**src/rtl/regfile_write_sequencer.sv**
```systemverilog
// In-order write queue feeding the 32-entry register array: one registered one-hot row enable per cycle.
// Optional build macro REGWRITE_ZERO_DISCARD_EN: writes to register 0 are queued but never enabled.
module regfile_write_sequencer #(
  parameter int WIDTH = 32,
  parameter int DEPTH = 2
) (
  input  logic                     clk,
  input  logic                     rst_n,
  input  logic                     wr_valid,
  output logic                     wr_ready,
  input  logic [4:0]               wr_address,
  input  logic [WIDTH-1:0]         wr_data,
  input  logic                     stall,
  output logic [31:0]              enable,
  output logic [WIDTH-1:0]         data_out,
  output logic [31:0]              pending,
  output logic [$clog2(DEPTH):0]   count
);

  localparam int PTR_W = $clog2(DEPTH);
  localparam int CNT_W = PTR_W + 1;
  localparam logic [CNT_W-1:0] DEPTH_C = CNT_W'(DEPTH);

`ifdef REGWRITE_ZERO_DISCARD_EN
  localparam bit DISCARD_ZERO = 1'b1;
`else
  localparam bit DISCARD_ZERO = 1'b0;
`endif

  logic [4:0]       addr_mem_q [DEPTH];
  logic [WIDTH-1:0] data_mem_q [DEPTH];

  logic [PTR_W-1:0] head_q, head_d;
  logic [PTR_W-1:0] tail_q, tail_d;
  logic [CNT_W-1:0] count_q, count_d;
  logic [31:0]      enable_q, enable_d;
  logic [WIDTH-1:0] data_out_q, data_out_d;
  logic             push, pop;

  function automatic logic [31:0] onehot(input logic [4:0] a);
    onehot = 32'd1 << a;
  endfunction

  function automatic logic is_discarded(input logic [4:0] a);
    return DISCARD_ZERO && (a == 5'd0);
  endfunction

  // Ready depends on occupancy only, so a full queue never accepts even while popping.
  assign wr_ready = rst_n && (count_q < DEPTH_C);
  assign push     = wr_valid && wr_ready;
  assign pop      = (count_q != '0) && !stall;

  always_comb begin
    head_d     = head_q;
    tail_d     = tail_q;
    count_d    = count_q;
    enable_d   = '0;
    data_out_d = data_out_q;
    if (pop) begin
      head_d = head_q + PTR_W'(1);
      if (!is_discarded(addr_mem_q[head_q])) begin
        enable_d   = onehot(addr_mem_q[head_q]);
        data_out_d = data_mem_q[head_q];
      end
    end
    if (push) begin
      tail_d = tail_q + PTR_W'(1);
    end
    case ({push, pop})
      2'b10:   count_d = count_q + CNT_W'(1);
      2'b01:   count_d = count_q - CNT_W'(1);
      default: count_d = count_q;
    endcase
  end

  always_ff @(posedge clk or negedge rst_n) begin
    if (!rst_n) begin
      head_q     <= '0;
      tail_q     <= '0;
      count_q    <= '0;
      enable_q   <= '0;
      data_out_q <= '0;
    end else begin
      head_q     <= head_d;
      tail_q     <= tail_d;
      count_q    <= count_d;
      enable_q   <= enable_d;
      data_out_q <= data_out_d;
    end
  end

  // Storage needs no reset: occupancy alone decides which slots are live.
  always_ff @(posedge clk) begin
    if (push) begin
      addr_mem_q[tail_q] <= wr_address;
      data_mem_q[tail_q] <= wr_data;
    end
  end

  always_comb begin
    pending = '0;
    for (int i = 0; i < DEPTH; i++) begin
      if (CNT_W'(i) < count_q) begin
        pending = pending | onehot(addr_mem_q[head_q + PTR_W'(i)]);
      end
    end
    if (DISCARD_ZERO) begin
      pending[0] = 1'b0;
    end
  end

  assign enable   = enable_q;
  assign data_out = data_out_q;
  assign count    = count_q;

endmodule

```
**config.mk**
```make
export PLATFORM = sky130hd
export DESIGN_NAME = regfile_write_sequencer
export DESIGN_NICKNAME = d
export VERILOG_FILES = /design/src/rtl/regfile_write_sequencer.sv
export SDC_FILE = /design/constraint.sdc
export NUM_CORES = 1
export LEC_CHECK = 0
export BUFFER_PORTS_ARGS = -buffer_cell sky130_fd_sc_hd__buf_2
export CAP_MARGIN = 20
export CORE_MARGIN = 1.5
export CORE_UTILIZATION = 40
export DETAILED_ROUTE_END_ITERATION = 8
export PLACE_DENSITY = 0.74
export SLEW_MARGIN = 20
export SYNTH_ARGS = -nofsm -noshare
export SYNTH_HDL_FRONTEND = slang
export SYNTH_SLANG_ARGS = --single-unit
```
**constraint.sdc**
```tcl
create_clock -name clk -period 3.1 [get_ports clk]
set_clock_uncertainty 0.15 [all_clocks]
set_input_delay 0.465 -clock clk [delete_from_list [all_inputs] [get_ports clk]]
set_output_delay 0.465 -clock clk [all_outputs]
set_load 0.1 [all_outputs]
```
==> results.sh <==
export IMPL_syn_area_um2=5600
export IMPL_required_ns=2.48
export IMPL_gp_congestion=0.839
export IMPL_num_vias=3947
export IMPL_period_needed_ns=2.95
export IMPL_hp_class="primary input to register"
export IMPL_power_density_nw_per_um2=1090
export IMPL_cts_tree="built"
export IMPL_worstReg2RegEnd="enable[30]"
export IMPL_r2r_cells=5
export IMPL_ys_ff_latch=142
export IMPL_cp_top_family="simple AND/OR/NAND/NOR gates"
export IMPL_avgViaCountPerCell=5.18
export IMPL_seq_area_frac_synth_pct=70.0
export IMPL_cts_root_buf="clkbuf_16"
export IMPL_hold_depth=1
export IMPL_portBuffers=139
export IMPL_routed_wl_mm=13.8
export IMPL_yosysWarningCount=0
export IMPL_antenna_found_initial=2
export IMPL_yosysTopAreaCell="edfxtp_1"
export IMPL_max_freq_mhz=339
export IMPL_initial_utilization_pct=40.7
export IMPL_max_slew_margin_rel_pct=39.3
export IMPL_end_kind="primary output"
export IMPL_grt_pass1_vias=3988
export IMPL_die_w_um=121
export IMPL_synth_area_leaders="edfxtp_1 (40%), dfrtp_1 (30%), mux2i_1 (6.3%), o21ai_0 (3.3%), o32ai_1 (2.5%)"
export IMPL_worst_slew_pin_slew_ns=0.910
export IMPL_avgSynthCellArea_um2=13.8
export IMPL_synth_edff_count=74
export IMPL_grt_pass1_wl_mm=21.3
export IMPL_min_period_over_period_pct=95.3
export IMPL_clk_latency_ns=0.42
export IMPL_path_cells="buf_4 -> mux2i_1 -> nand3_1 -> o22ai_4 -> buf_12"
export IMPL_crit_path_top_delay_cell="nand3_1"
export IMPL_worstSetupStartpoint="head_q"
export IMPL_cap_violations=0
export IMPL_rrSetupSlack_ns=0.84
export IMPL_netlist_top_cells_count="edfxtp_1 (74), dfrtp_1 (68), o21ai_0 (37)"
export IMPL_drt_pass1_iterations=5
export IMPL_tns_ns=0
export IMPL_avgRoutedWirePerCell_um=18.1
export IMPL_pin_count=140
export IMPL_peakVddDrop_uv=776
export IMPL_nets=612
export IMPL_cts_buffers=17
export IMPL_synth_most_common_cell="edfxtp_1"
export IMPL_synthArstFlopShare_pct=47.9
export IMPL_cp_depth=5
export IMPL_track_usage_pct=19.4
export IMPL_fill_cells=1071
export IMPL_setup_viol_count_final=0
export IMPL_grt_max_degree=69
export IMPL_hold_violations=0
export IMPL_num_rows=43
export IMPL_ctsLongestPathBuffers=2
export IMPL_crit_end="pending[16]"
export IMPL_leakage_uw=0.00332
export IMPL_max_stage_delay_ns=0.43
export IMPL_drt_iter0_markers=169
export IMPL_path_max_fanout=11
export IMPL_drc=0
export IMPL_fin_ws_ns=0.146
export IMPL_dieArea_um2=14700
export IMPL_cts_hold_buf=0
export IMPL_path_clk_slew_ns=0.06
export IMPL_multi_input_area_um2=2040
export IMPL_final_max_slew_viol_count=0
export IMPL_status="completed"
export IMPL_drive_gt1_share_pct=42.3
export IMPL_synth_ff_type="edfxtp_1"
export IMPL_synth_distinct_cells=38
export IMPL_gr_total_overflow=0
export IMPL_area_delta_synth_final_pct=46.0
export IMPL_yosysTopAreaCellShare_pct=39.7
export IMPL_coreArea_um2=13800
export IMPL_power_uw=8960
export IMPL_final_core_util_pct=59.4
export IMPL_cts_sinks=142
export IMPL_place_ws_ns=0.293
export IMPL_r2r_start="head_q"
export IMPL_rsz0062_at_grt="no"
export IMPL_worst_path_buf_inv=2
export IMPL_ff_latch_area_um2=3930
export IMPL_synth_nets=451
export IMPL_cp_arrival_ns=2.34
export IMPL_synth_cells=407
export IMPL_ant_nets=0
export IMPL_htreeDepth=4
export IMPL_path_class="register to primary output"
export IMPL_critical_path_startpoint_type="register"
export IMPL_place_hpwl_mm=9.70
export IMPL_chipHeight_um=121
[cell families (layout without fill, tap and decap cells)]
family                   count (synthesis)  after routing  synth area share [%]
buffers and inverters                   27            201                  2.25
multiplexers                            40             40                  7.30
XOR/XNOR                                 4              4                 0.625
AND/OR/NAND/NOR                        111            111                  9.96
other                                    0              1                     0
adder cells (fa/ha/maj)                  3              3                 0.670
AO/OA/AOI/OAI                           80             80                  9.18
flip-flops                             142            142                  70.0
[metal layers]
metal | global-route usage (%) | up-vias | part of all wire, %
li1 | - | 1856 | -
met1 | 22.7 | 1906 | 41
met2 | 32.7 | 156 | 50
met3 | 5.92 | 25 | 6.7
met4 | 8.75 | 4 | 2.1
met5 | 0 | - | 0.20
[metrics by stage]
step	area, um2	std cells	hold WS (ns)
after floorplan	6080	407	0.0194
after global placement	7550	726	0.308
after detailed placement	7550	726	0.321
after CTS	8140	758	0.0657
after global routing	8180	761	0.0706
final	8180	762	0.0831
[cell type report]
class	instances	share of cell area [%]
clock buffers	23	6.38
well taps	180	2.75
multi-input cells	238	24.9
clock inverters	9	0.841
diodes	1	0.0306
repair buffers	166	16.9
flip-flops and latches	142	48.1
inverters	3	0.138
[where the power goes]
part / total (uW) / internal, uW / switching, uW
clock network: 1980 / 1200 / 780
logic: 4410 / 1000 / 3410
registers: 2570 / 2370 / 194
[worst min path at each step]
stage                             from                 to
after global placement    data_out[15]       data_out[15]
after CTS                  wr_data[13]  data_mem_q[0][13]
after global routing       wr_data[16]  data_mem_q[1][16]
final                      wr_data[16]  data_mem_q[0][16]
after floorplan                  rst_n        data_out[0]
after detailed placement  data_out[17]       data_out[17]
[cells in the final DEF, fill, tap and decap left out, types with 3 or more instances in the layout]
master and instances:
buf_2 107, edfxtp_1 74, dfrtp_1 65, nand2_1 36
o21ai_0 35, mux2i_1 34, buf_12 32, buf_4 26
nor2_1 23, clkbuf_16 20, nor3_1 17, o32ai_4 16
o22ai_4 8, o22ai_2 8, nor2b_1 6, mux2_2 4
and3b_1 4, xnor2_1 4, inv_1 3, nand3_1 3
a32oi_1 3, nor3b_1 3, a22oi_1 3, ha_1 3
clkinv_4 3, inv_6 3
[what timing repair did]
item	CTS	global route
setup endpoints to repair	13	15
hold endpoints to repair	0	0
pin swaps	0	1
resized for setup	4	3
setup buffers	0	3
[flip-flops by register name (all words and copies together) (netlist names)]
| signal | flops |
|---|---|
| head_q | 1 |
| addr_mem_q | 10 |
| tail_q | 1 |
| data_out | 32 |
| enable | 32 |
| data_mem_q | 64 |
| count | 2 |
(Power assumes the default switching activity.)
